$ cat src/rtl/me_pkg.sv
// Shared constants and FSM encoding for the motion-estimation SAD search.
package me_pkg;
  localparam int SAD_W = 16;
  localparam int COLS  = 16;
  localparam int ROW_W = 4;
  localparam logic [SAD_W-1:0] SAD_MAX = 16'hFFFF;

  typedef enum logic [2:0] {
    ST_IDLE,
    ST_FETCH,
    ST_LAUNCH,
    ST_WAIT,
    ST_CMP,
    ST_DONE
  } state_t;
endpackage

$ cat src/rtl/sad_search_ctrl_if.sv
// Reference-fetch handshake and SAD datapath bus between the search controller and the datapath.
interface sad_search_ctrl_if;
  import me_pkg::*;

  logic                   ref_req;
  logic [ROW_W-1:0]       ref_row;
  logic                   ref_ack;
  logic                   sad_en;
  logic [COLS*SAD_W-1:0]  sad_row;

  modport master (output ref_req, ref_row, sad_en, input ref_ack, sad_row);
  modport slave  (input ref_req, ref_row, sad_en, output ref_ack, sad_row);
endinterface

$ cat src/rtl/sad_min16.sv
// Combinational minimum of 16 SADs; strict compare keeps the lowest column on ties.
module sad_min16 import me_pkg::*; (
  input  logic [COLS-1:0][SAD_W-1:0] sads,
  output logic [SAD_W-1:0]           min_val,
  output logic [ROW_W-1:0]           min_idx
);
  always_comb begin
    min_val = sads[0];
    min_idx = '0;
    for (int c = 1; c < COLS; c++) begin
      if (sads[c] < min_val) begin
        min_val = sads[c];
        min_idx = ROW_W'(c);
      end
    end
  end
endmodule

$ cat src/rtl/sad_search_ctrl.sv
// Full-window SAD search controller: fetches each reference row, launches the
// SAD datapath, and keeps the first minimum in raster order.
module sad_search_ctrl import me_pkg::*; #(
  parameter int SAD_LAT  = 2,
  parameter int NUM_ROWS = 16
) (
  input  logic                clk,
  input  logic                rst_n,
  input  logic                start,
  sad_search_ctrl_if.master   dp,
  output logic                busy,
  output logic                done,
  output logic [ROW_W-1:0]    best_mv_x,
  output logic [ROW_W-1:0]    best_mv_y,
  output logic [SAD_W-1:0]    best_sad
);
  localparam logic [3:0]       LAT_LAST = 4'(SAD_LAT - 1);
  localparam logic [ROW_W-1:0] ROW_LAST = ROW_W'(NUM_ROWS - 1);

  state_t           state;
  logic [ROW_W-1:0] row;
  logic [3:0]       lat_cnt;
  logic             ref_req;
  logic             sad_en;
  logic [SAD_W-1:0] row_min;
  logic [ROW_W-1:0] row_min_idx;

  sad_min16 u_min (
    .sads    (dp.sad_row),
    .min_val (row_min),
    .min_idx (row_min_idx)
  );

  assign dp.ref_req = ref_req;
  assign dp.ref_row = row;
  assign dp.sad_en  = sad_en;

  always_ff @(posedge clk or negedge rst_n) begin
    if (!rst_n) begin
      state     <= ST_IDLE;
      row       <= '0;
      lat_cnt   <= '0;
      busy      <= 1'b0;
      ref_req   <= 1'b0;
      sad_en    <= 1'b0;
      done      <= 1'b0;
      best_sad  <= SAD_MAX;
      best_mv_x <= '0;
      best_mv_y <= '0;
    end else begin
      done <= 1'b0;
      case (state)
        ST_IDLE: if (start) begin
          row       <= '0;
          best_sad  <= SAD_MAX;
          best_mv_x <= '0;
          best_mv_y <= '0;
          busy      <= 1'b1;
          ref_req   <= 1'b1;
          state     <= ST_FETCH;
        end
        ST_FETCH: if (dp.ref_ack) begin
          ref_req <= 1'b0;
          sad_en  <= 1'b1;
          state   <= ST_LAUNCH;
        end
        ST_LAUNCH: begin
          sad_en  <= 1'b0;
          lat_cnt <= '0;
          state   <= ST_WAIT;
        end
        ST_WAIT: begin
          if (lat_cnt == LAT_LAST) state <= ST_CMP;
          else                     lat_cnt <= lat_cnt + 4'd1;
        end
        ST_CMP: begin
          // Row 0 loads unconditionally so an all-0xFFFF window still reports (0,0).
          if (row == '0 || row_min < best_sad) begin
            best_sad  <= row_min;
            best_mv_x <= row_min_idx;
            best_mv_y <= row;
          end
          if (row == ROW_LAST) begin
            state <= ST_DONE;
          end else begin
            row     <= row + 1'b1;
            ref_req <= 1'b1;
            state   <= ST_FETCH;
          end
        end
        ST_DONE: begin
          done  <= 1'b1;
          busy  <= 1'b0;
          state <= ST_IDLE;
        end
        default: state <= ST_IDLE;
      endcase
    end
  end
endmodule

$ cat src/flat_wrapper.sv
// flat-port wrapper written by rule: the top's interface ports become plain ports
module sad_search_ctrl_flat import me_pkg::*;
#(
  parameter int SAD_LAT  = 2,
  parameter int NUM_ROWS = 16
)
  (clk, rst_n, start, busy, done, best_mv_x, best_mv_y, best_sad, dp_ref_req, dp_ref_row, dp_sad_en, dp_ref_ack, dp_sad_row);
  sad_search_ctrl_if dp_i ();
  input  logic clk;
  input  logic rst_n;
  input  logic start;
  output logic busy;
  output logic done;
  output logic [ROW_W-1:0] best_mv_x;
  output logic [ROW_W-1:0] best_mv_y;
  output logic [SAD_W-1:0] best_sad;
  output wire logic [$bits(dp_i.ref_req)-1:0] dp_ref_req;
  output wire logic [$bits(dp_i.ref_row)-1:0] dp_ref_row;
  output wire logic [$bits(dp_i.sad_en)-1:0] dp_sad_en;
  input wire logic [$bits(dp_i.ref_ack)-1:0] dp_ref_ack;
  input wire logic [$bits(dp_i.sad_row)-1:0] dp_sad_row;
  assign dp_ref_req = dp_i.ref_req;
  assign dp_ref_row = dp_i.ref_row;
  assign dp_sad_en = dp_i.sad_en;
  assign dp_i.ref_ack = dp_ref_ack;
  assign dp_i.sad_row = dp_sad_row;
  sad_search_ctrl #(.SAD_LAT(SAD_LAT), .NUM_ROWS(NUM_ROWS)) u_core (.clk(clk), .rst_n(rst_n), .start(start), .dp(dp_i), .busy(busy), .done(done), .best_mv_x(best_mv_x), .best_mv_y(best_mv_y), .best_sad(best_sad));
endmodule
$ cat config.mk
export PLATFORM = sky130hd
export DESIGN_NAME = sad_search_ctrl_flat
export DESIGN_NICKNAME = d
export VERILOG_FILES = /design/src/rtl/me_pkg.sv /design/src/rtl/sad_search_ctrl_if.sv /design/src/rtl/sad_min16.sv /design/src/rtl/sad_search_ctrl.sv /design/src/flat_wrapper.sv
export SDC_FILE = /design/constraint.sdc
export NUM_CORES = 1
export LEC_CHECK = 0
export ABC_CLOCK_PERIOD_IN_PS = 3600
export CORE_ASPECT_RATIO = 0.75
export CORE_UTILIZATION = 55
export CTS_CLUSTER_DIAMETER = 50
export CTS_CLUSTER_SIZE = 8
export DETAILED_ROUTE_END_ITERATION = 7
export GPL_TIMING_DRIVEN = 0
export MAX_ROUTING_LAYER = met4
export PLACE_DENSITY = 0.9
export SETUP_SLACK_MARGIN = 0.2
export SYNTH_ARGS = -nofsm -noshare
export SYNTH_HDL_FRONTEND = slang
export SYNTH_HIERARCHICAL = 1
export SYNTH_SLANG_ARGS = --single-unit
export TNS_END_PERCENT = 10
$ cat constraint.sdc
create_clock -name clk -period 3.6 [get_ports clk]
set_clock_uncertainty 0.1 [all_clocks]
set_input_delay 0.36 -clock clk [delete_from_list [all_inputs] [get_ports clk]]
set_output_delay 0.36 -clock clk [all_outputs]
set_load 0.02 [all_outputs]
==> flow_summary.html, run 1 <==
<table>
<tr><th>Metric</th><th>Value</th></tr>
<tr><th colspan="2">Synth</th></tr>
<tr><td>Count of warnings emitted by yosys</td><td>6</td></tr>
<tr><td>Number of synthesized register bits</td><td>39</td></tr>
<tr><td>Instance count of the mapped netlist</td><td>1662</td></tr>
<tr><td>Post-synthesis async set-or-reset flop share</td><td>100.0%</td></tr>
<tr><td>Total standard cell area after synthesis</td><td>11920 µm²</td></tr>
<tr><td>Synthesized net count</td><td>2141</td></tr>
<tr><td>Number of flops mapped to enable cells by yosys</td><td>0</td></tr>
<tr><td>Top FF cell, synth</td><td>dfrtp_1</td></tr>
<tr><td>Number of distinct library cell variants in the gate-level netlist after synthesis</td><td>93</td></tr>
<tr><td>Average cell area after synthesis</td><td>7.172 µm²</td></tr>
<tr><td>Portion of the post-synthesis area used by sequential elements</td><td>8.355%</td></tr>
<tr><th colspan="2">Placement</th></tr>
<tr><td>Dpl hpwl</td><td>34270 µm</td></tr>
<tr><td>DP Area</td><td>15680 µm²</td></tr>
<tr><td>Placer congestion estimate</td><td>0.9714</td></tr>
<tr><td>Number of buffers added on ports</td><td>290</td></tr>
<tr><td>Post-placement cell count</td><td>2240</td></tr>
<tr><th colspan="2">Status</th></tr>
<tr><td>Outcome</td><td>stopped before the end</td></tr>
<tr><td>Halt Reason</td><td>[ERROR GRT-0232] Routing congestion too high. Check the congestion heatmap in the GUI.</td></tr>
<tr><td>Stage where the run ended</td><td>global routing (5_1_grt)</td></tr>
<tr><th colspan="2">Floorplan</th></tr>
<tr><td>Initial core utilization</td><td>56.28%</td></tr>
<tr><td>Width of the die</td><td>172.0 µm</td></tr>
<tr><td>Number of standard-cell rows in the floorplan</td><td>46</td></tr>
<tr><td>Die height</td><td>129.5 µm</td></tr>
<tr><td>Number of top-level pins</td><td>292</td></tr>
<tr><th colspan="2">Clock network</th></tr>
<tr><td>Clock Tree Buf Depth</td><td>2</td></tr>
<tr><td>Num Clock Sinks</td><td>39</td></tr>
<tr><td>H-tree depth reported by CTS</td><td>2</td></tr>
<tr><td>CTS root buffer</td><td>clkbuf_16</td></tr>
<tr><td>Total clock buffers created by CTS</td><td>5</td></tr>
<tr><td>CTS hold repair buffers</td><td>0</td></tr>
<tr><th colspan="2">GRT</th></tr>
<tr><td>Overall Global Routing Usage</td><td>89.03%</td></tr>
<tr><td>Pin count of the biggest net entering global routing</td><td>40</td></tr>
<tr><td>Final global-route overflow total</td><td>508</td></tr>
<tr><th colspan="2">Timing</th></tr>
<tr><td>Last reported worst endpoint of the global-route repair pass</td><td>u_core/best_sad[3]$_DFFE_PN1P_/D</td></tr>
<tr><td>Worst End Pin Type</td><td>sequential cell input</td></tr>
</table>
[metrics by stage]
stage               setup slack, ns  TNS (ns)
floorplan                    -27.69   -663.81
global placement             -33.04   -791.53
detailed placement           -33.71   -807.35
CTS                          -29.61   -709.00
[synth_stat cells, types with 6 or more instances]
| master | number | area (µm²) |
|---|---|---|
| o21ai_0 | 136 | 680.7 |
| maj3_1 | 7 | 70.07 |
| dfrtp_1 | 23 | 575.6 |
| nor2b_1 | 32 | 200.2 |
| xnor2_1 | 7 | 61.31 |
| a211oi_1 | 13 | 97.59 |
| dfstp_2 | 16 | 420.4 |
| buf_6 | 6 | 67.56 |
| nor4_1 | 18 | 112.6 |
| nand2_1 | 162 | 608.1 |
| nor3_1 | 20 | 100.1 |
| a31oi_1 | 11 | 68.82 |
| mux2i_1 | 102 | 1021 |
| ha_1 | 219 | 2740 |
| nand3_1 | 23 | 115.1 |
| nor2_1 | 109 | 409.1 |
| inv_1 | 222 | 833.3 |
| buf_1 | 8 | 30.03 |
| o311ai_0 | 6 | 52.55 |
| buf_2 | 6 | 30.03 |
| a21o_1 | 51 | 382.9 |
| and2_1 | 6 | 37.54 |
| nand2b_1 | 27 | 168.9 |
| a21oi_1 | 157 | 785.8 |
| clkbuf_1 | 33 | 123.9 |
| a211o_1 | 10 | 87.58 |
| or3_1 | 7 | 43.79 |
| and3_1 | 14 | 87.58 |
| nand4_1 | 45 | 281.5 |
| o31ai_1 | 7 | 52.55 |
| o211ai_1 | 7 | 52.55 |
| o21a_1 | 7 | 52.55 |
| nor3b_1 | 6 | 45.04 |
| mux2_2 | 25 | 281.5 |
[logic make-up after synthesis]
group,after synthesis,share of synthesized area (%)
and+or+nand+nor,490,20.08
DFF,39,8.355
AOI/OAI and AO/OA,482,25.76
buffers and inverters,276,9.163
muxes,139,12.33
xor gates and xnor gates,10,0.7348
adders and majority gates,226,23.58
[metal layers]
metal	overflow	GRT usage [%]
met5	-	-
met4	134	97.03
met1	9	84.20
met2	351	105.7
met3	14	70.86
[repair_timing]
item	4_1_cts
endpoints found under the hold margin	0
buffers inserted	215
pin swaps	96
setup endpoints to repair	24
resized for setup	250
gates cloned	4
==> run 2: changes to the inputs <==
Settings changed: CORE_ASPECT_RATIO 0.75 to not set, CORE_UTILIZATION 55 to 40, CTS_CLUSTER_DIAMETER 50 to not set, CTS_CLUSTER_SIZE 8 to not set, MAX_ROUTING_LAYER met4 to not set, PLACE_DENSITY 0.9 to not set, PLACE_DENSITY_LB_ADDON set to 0.15, SETUP_SLACK_MARGIN 0.2 to not set.
==> run 2 against run 1 <==
Net effect: the flow now finishes, with violations (setup timing); synthesized cell count stayed put; synthesized area is the same.
==> flow_summary.html, run 2 <==
<table>
<tr><th>Metric</th><th>Value</th></tr>
<tr><th colspan="2">Synth</th></tr>
<tr><td>Average cell area after synthesis</td><td>7.172 µm² (unchanged)</td></tr>
<tr><td>Top FF cell, synth</td><td>dfrtp_1</td></tr>
<tr><td>Number of flops mapped to enable cells by yosys</td><td>0 (unchanged)</td></tr>
<tr><td>Leading cell types by total area after synthesis</td><td>ha_1 (23%), mux2i_1 (8.6%), inv_1 (7.0%), a21oi_1 (6.6%), o21ai_0 (5.7%)</td></tr>
<tr><td>Portion of the post-synthesis area used by sequential elements</td><td>8.355% (unchanged)</td></tr>
<tr><td>Post-synth top area share</td><td>22.99% (unchanged)</td></tr>
<tr><td>Number of distinct library cell variants in the gate-level netlist after synthesis</td><td>93 (unchanged)</td></tr>
<tr><td>Count of warnings emitted by yosys</td><td>6 (unchanged)</td></tr>
<tr><td>Library cell with the highest instance count after synthesis</td><td>inv_1</td></tr>
<tr><td>Post-synthesis async set-or-reset flop share</td><td>100.0% (unchanged)</td></tr>
<tr><td>Number of synthesized register bits</td><td>39 (unchanged)</td></tr>
<tr><td>Total standard cell area after synthesis</td><td>11920 µm² (unchanged)</td></tr>
<tr><td>Synthesized net count</td><td>2141 (unchanged)</td></tr>
<tr><td>Ranking of synthesized cells by instance count</td><td>inv_1 (222), ha_1 (219), nand2_1 (162), a21oi_1 (157), o21ai_0 (136)</td></tr>
<tr><td>Post-synthesis cell type with the largest combined area</td><td>ha_1</td></tr>
<tr><td>Instance count of the mapped netlist</td><td>1662 (unchanged)</td></tr>
<tr><th colspan="2">Final layout</th></tr>
<tr><td>Commonest non-fill, non-tap cell in the layout</td><td>clkdlybuf4s50_1</td></tr>
<tr><td>Final Net Count</td><td>2690</td></tr>
<tr><td>Count of fill cells added during filler insertion</td><td>2302</td></tr>
<tr><td>Biggest register</td><td>u_core/best_sad</td></tr>
<tr><td>Max FFs per register</td><td>16</td></tr>
<tr><td>Area Growth Syn to Fin</td><td>67.62%</td></tr>
<tr><td>Proportion of layout cells with a drive suffix above 1</td><td>31.74%</td></tr>
<tr><td>FF+latch area</td><td>996.0 µm²</td></tr>
<tr><td>Leading cell types in the layout, fill and taps excluded</td><td>clkdlybuf4s50_1 (257), buf_4 (241), inv_1 (189)</td></tr>
<tr><td>Multi-input logic area</td><td>11860 µm²</td></tr>
<tr><td>Final cell count without fillers</td><td>2597</td></tr>
<tr><th colspan="2">Clock network</th></tr>
<tr><td>CTS hold repair buffers</td><td>0 (unchanged)</td></tr>
<tr><td>Num Clock Sinks</td><td>39 (unchanged)</td></tr>
<tr><td>Clock insertion delay at the later pin of the skew report</td><td>0.29 ns</td></tr>
<tr><td>CTS tree</td><td>built</td></tr>
<tr><td>H-tree depth reported by CTS</td><td>2 (unchanged)</td></tr>
<tr><td>CTS root buffer</td><td>clkbuf_16</td></tr>
<tr><td>Clock Tree Buf Depth</td><td>2 (unchanged)</td></tr>
<tr><td>Clock-pin slew on the worst setup and hold paths</td><td>0.07 ns</td></tr>
<tr><td>Total clock buffers created by CTS</td><td>5 (unchanged)</td></tr>
<tr><th colspan="2">Placement</th></tr>
<tr><td>Dpl hpwl</td><td>33080 µm (-3.5%)</td></tr>
<tr><td>Post-placement cell count</td><td>2336 (+4.3%)</td></tr>
<tr><td>Number of buffers added on ports</td><td>290 (unchanged)</td></tr>
<tr><td>Placer congestion estimate</td><td>0.9484 (-2.4%)</td></tr>
<tr><th colspan="2">GRT</th></tr>
<tr><td>Pin count of the biggest net entering global routing</td><td>40</td></tr>
<tr><td>Global-route wire length before repair</td><td>72290 µm</td></tr>
<tr><td>Number of global-route vias before repair</td><td>14560</td></tr>
<tr><td>Met1 track utilization from global routing</td><td>35.82%</td></tr>
<tr><td>Met2 capacity usage during global routing</td><td>51.44%</td></tr>
<tr><td>Overall Global Routing Usage</td><td>28.68%</td></tr>
<tr><td>Busiest metal layer after global routing</td><td>met2</td></tr>
<tr><td>Met3 track demand over resource</td><td>3.503%</td></tr>
<tr><td>Final global-route overflow total</td><td>0</td></tr>
<tr><td>Initial antenna violation count</td><td>2</td></tr>
<tr><th colspan="2">Timing</th></tr>
<tr><td>Period Utilization, post-route</td><td>924.9%</td></tr>
<tr><td>Setup WS post-layout</td><td>-29.70 ns</td></tr>
<tr><td>Final total negative setup slack</td><td>-711.25 ns</td></tr>
<tr><td>Fin crit period</td><td>33.30 ns</td></tr>
<tr><td>Timing-limited maximum frequency</td><td>0.03003 GHz</td></tr>
<tr><td>Measured slew at the worst slew-check pin</td><td>1.044 ns</td></tr>
<tr><td>Worst rel slew slack</td><td>29.52%</td></tr>
<tr><td>Hold Violations, Final</td><td>0</td></tr>
<tr><td>Setup repair after global routing missed its margin</td><td>true</td></tr>
<tr><td>Total setup violations reported at the end of the flow</td><td>24</td></tr>
<tr><td>Number of max-slew violations in the final report</td><td>0</td></tr>
<tr><th colspan="2">Setup path</th></tr>
<tr><td>Worst EP required</td><td>3.71 ns</td></tr>
<tr><td>Arrival time of data at the critical path endpoint</td><td>33.40 ns</td></tr>
<tr><td>Maximum fanout along the worst path</td><td>8</td></tr>
<tr><td>Classification of the worst setup path</td><td>in2reg</td></tr>
<tr><td>Critical Path Start Type</td><td>primary input</td></tr>
<tr><td>Critical path's largest stage delay</td><td>0.48 ns</td></tr>
<tr><td>Worst-path cell with the longest stage delay</td><td>o41ai_2</td></tr>
<tr><td>Register-to-register path setup slack</td><td>1.22 ns</td></tr>
<tr><td>Most used cell along the critical path</td><td>buf_4</td></tr>
<tr><td>Worst setup EP type</td><td>flop</td></tr>
<tr><th colspan="2">Floorplan</th></tr>
<tr><td>Floorplan die area</td><td>30500 µm²</td></tr>
<tr><td>Number of standard-cell rows in the floorplan</td><td>62 (+35%)</td></tr>
<tr><td>Initial core utilization</td><td>41.09% (-15 points)</td></tr>
<tr><td>Width of the die</td><td>174.6 µm (+1.5%)</td></tr>
<tr><td>Placeable core region</td><td>29010 µm²</td></tr>
<tr><td>Number of top-level pins</td><td>292 (unchanged)</td></tr>
<tr><td>Die height</td><td>174.6 µm (+35%)</td></tr>
<tr><th colspan="2">Hold path</th></tr>
<tr><td>Type of the tightest min-delay check</td><td>in2async</td></tr>
<tr><th colspan="2">Drt</th></tr>
<tr><td>Number of DRC violations after detailed routing</td><td>0</td></tr>
<tr><td>Count of TritonRoute iterations in the first routing pass</td><td>5</td></tr>
<tr><td>Wirelength per Cell</td><td>18.01 µm</td></tr>
<tr><td>Routed WL</td><td>46770 µm</td></tr>
<tr><td>Count of vias placed by the detailed router</td><td>14700</td></tr>
<tr><td>First DRT Iteration DRCs</td><td>1030</td></tr>
<tr><td>Via count normalized by instance count</td><td>5.661</td></tr>
<tr><td>Post-DRT Antenna Nets</td><td>0</td></tr>
<tr><th colspan="2">Flow run</th></tr>
<tr><td>MaxCap Viol Count</td><td>0</td></tr>
<tr><th colspan="2">Status</th></tr>
<tr><td>Outcome</td><td>complete, but fails checks</td></tr>
<tr><td>Failing checks</td><td>setup timing</td></tr>
</table>
run 2: per-layer routing:
metal,routed length (µm),vias up
li1,-,7111
met1,19810,6931
met2,22950,539
met3,2527,121
met4,1482,0
met5,0,-
run 2: cell type report:
cell class              count  share of cell area, %
clock buffers               6                 0.6951
inverters                 222                  4.196
flip-flops and latches     39                  4.985
repair buffers            543                  24.51
well taps                 384                  2.405
plain buffers              53                  3.738
multi-input cells        1347                  59.38
diodes                      1                0.01252
clock inverters             2                0.08141
run 2: timing repair:
action / 4_1_cts / 5_1_grt
pin swaps: 121 / 92
endpoints found under the hold margin: 0 / 0
setup buffers: 201 / 45
resized for setup: 371 / 151
setup endpoints to repair: 24 / 24
cloned: 7 / 2
run 2: logic make-up after synthesis:
family / count (synthesis) / synth area share (%)
AO/OA/AOI/OAI: 482 / 25.76
buffers and inverters: 276 / 9.163
XOR/XNOR: 10 / 0.7348
flip-flops: 39 / 8.355
AND/OR/NAND/NOR: 490 / 20.08
multiplexers: 139 / 12.33
adder cells (fa/ha/maj): 226 / 23.58
run 2: worst max-delay path: cells and delay by family:
family                   cells  cell delay, ns
AO/OA/AOI/OAI               83           13.54
adder cells (fa/ha/maj)     14            3.29
multiplexers                 8            1.70
buffers and inverters       78            9.98
AND/OR/NAND/NOR             39            4.40
run 2: through the flow:
stage	hold WS (ns)	util, %	area (µm²)	setup slack, ns
global route	0.1540	68.87	19980	-30.98
floorplan	-0.03559	-	12420	-27.69
CTS	0.1134	65.36	18960	-28.85
global placement	0.3785	54.49	15810	-33.32
finish	0.07401	68.87	19980	-29.70
detailed placement	0.3943	54.47	15800	-33.52
run 2: final timing paths:
check                      cells after the start                 from                  end
setup reg to reg                              10  u_core/best_sad[13]  u_core/best_sad[12]
setup / recovery                             222       dp_sad_row[29]  u_core/best_sad[12]
hold reg to reg                                2  u_core/best_sad[10]  u_core/best_sad[10]
max in group asynchronous                      1                rst_n    u_core/lat_cnt[0]
hold / removal                                 1                rst_n    u_core/dp.ref_req
min in group clk                               2  u_core/best_sad[10]  u_core/best_sad[10]
Power of run 2 is left out: the tool's default activity adds up to more than one toggle a clock period on the data nets, which glitch-free logic cannot reach.
==> RTL change: new RTL, config.mk and constraints of run 2 <==
Encoding of `state_t`: now one-hot (6 bits for 6 states).
--- a/src/rtl/me_pkg.sv
+++ b/src/rtl/me_pkg.sv
@@ -6,11 +6,11 @@
   localparam logic [SAD_W-1:0] SAD_MAX = 16'hFFFF;
 
-  typedef enum logic [2:0] {
-    ST_IDLE,
-    ST_FETCH,
-    ST_LAUNCH,
-    ST_WAIT,
-    ST_CMP,
-    ST_DONE
+  typedef enum logic [5:0] {
+    ST_IDLE   = 6'b000001,
+    ST_FETCH  = 6'b000010,
+    ST_LAUNCH = 6'b000100,
+    ST_WAIT   = 6'b001000,
+    ST_CMP    = 6'b010000,
+    ST_DONE   = 6'b100000
   } state_t;
 endpackage
Behaviour: no difference found for any inputs over 4 cycles, from zero or initial values and one cycle with rst_n low; so few cycles prove little.
==> RTL change against run 2 <==
  * The flow still finishes with violations (setup timing)
  * Core utilization up 0.22 points
  * Critical path depth up 5
  * Final area is 3.0% higher
  * Register-to-register slack lost 0.26 ns
  * Critical path type unchanged
  * Sequential cell count grew 3
  * Synthesized area grew 2.2%
  * Largest cell class unchanged
  * Highest routed layer is now met5
  * Wire length rose by 5.8%
  * Worst setup slack got worse by 0.72 ns
  * Via count fell by 0.56%
Power is left out: the tool's default activity adds up to more than one toggle a clock period on the data nets, which glitch-free logic cannot reach.
==> RTL change: results (changes against run 2) <==
| Metric | Value |
|---|---|
| Startpoint of the worst setup timing path | dp_sad_row[14] |
| Global Route met2 Usage | 48.33% (-3.1 points) |
| Multi-input gate share of the layout cell area | 59.26% (-0.11 points) |
| Wire length of the first global-routing pass | 72.00 mm (-0.40%) |
| Area post-placement | 16350 µm² (+3.5%) |
| Result of the run | complete, but fails checks |
| Share of layout cells above drive strength 1 | 35.24% (+3.5 points) |
| Fraction of the mapped netlist area in compound gates | 26.12% (+0.37 points) |
| Clock-cell share | 0.7355% (-0.041 points) |
| Met1 Routed Length | 21.42 mm (+8.1%) |
| FF/Latch Area | 1072 µm² (+7.7%) |
| Setup slack of the critical path after layout | -30.41 ns (-0.7185 ns) |
| All-layer global routing usage | 28.95% (+0.28 points) |
| Ranking of synthesized cells by area | sky130_fd_sc_hd__ha_1 (22%), sky130_fd_sc_hd__inv_1 (7.1%), sky130_fd_sc_hd__mux2_2 (7.0%) |
| Slowest cell delay on critical path | 0.42 ns (-0.06 ns) |
| Fraction of synthesized cell area in xor and xnor cells | 0.4315% (-0.30 points) |
| Cell count after synthesis | 1643 (-1.1%) |
| Count of clock-net buffers in the final layout | 5 (-1) |
| Filler cell count | 2315 (+0.56%) |
| Adder-cell share of the synthesized area | 23.33% (-0.24 points) |
| Initial drt markers | 949 (-7.9%) |
| Failing checks | setup timing |
| Net count of the mapped netlist | 2122 (-0.89%) |
| Weighted congestion reported at the end of routability-driven placement | 0.9273 (-2.2%) |
| Setup Viol. Count Final | 24 (unchanged) |
RTL change: cell count changes after synthesis, sizes merged, moves of 9 or more:
cell	delta
nor2	+17
mux2	+48
nor4	-13
o21ai	-26
nand2	-34
mux2i	-39
a21o	+9
RTL change: worst max-delay path by stage:
stage                                to  slack [ns]  depth (start not counted)
finish              u_core/best_sad[14]      -30.41                        227
global route        u_core/best_sad[11]      -31.82                        212
CTS                  u_core/best_sad[1]      -30.34                        209
detailed placement  u_core/best_sad[12]      -34.77                        205
global placement     u_core/best_sad[3]      -34.33                        205
floorplan           u_core/best_mv_y[0]      -28.43                        210
RTL change: worst max-delay path: cells and delay by family:
family	cells	cell delay, ns
compound gates	71	12.24
simple gates	50	6.05
fa+ha+maj	13	3.08
mux	8	1.87
buf+inv	85	10.47
RTL change: timing repair:
item / CTS / global route
resized for setup: 170 / 319
hold endpoints to repair: 3 / 0
buffers inserted: 167 / 85
cloned: 10 / 5
hold buffers: 1 / 0
pin swaps: 104 / 178
endpoints found under the setup margin: 24 / 24
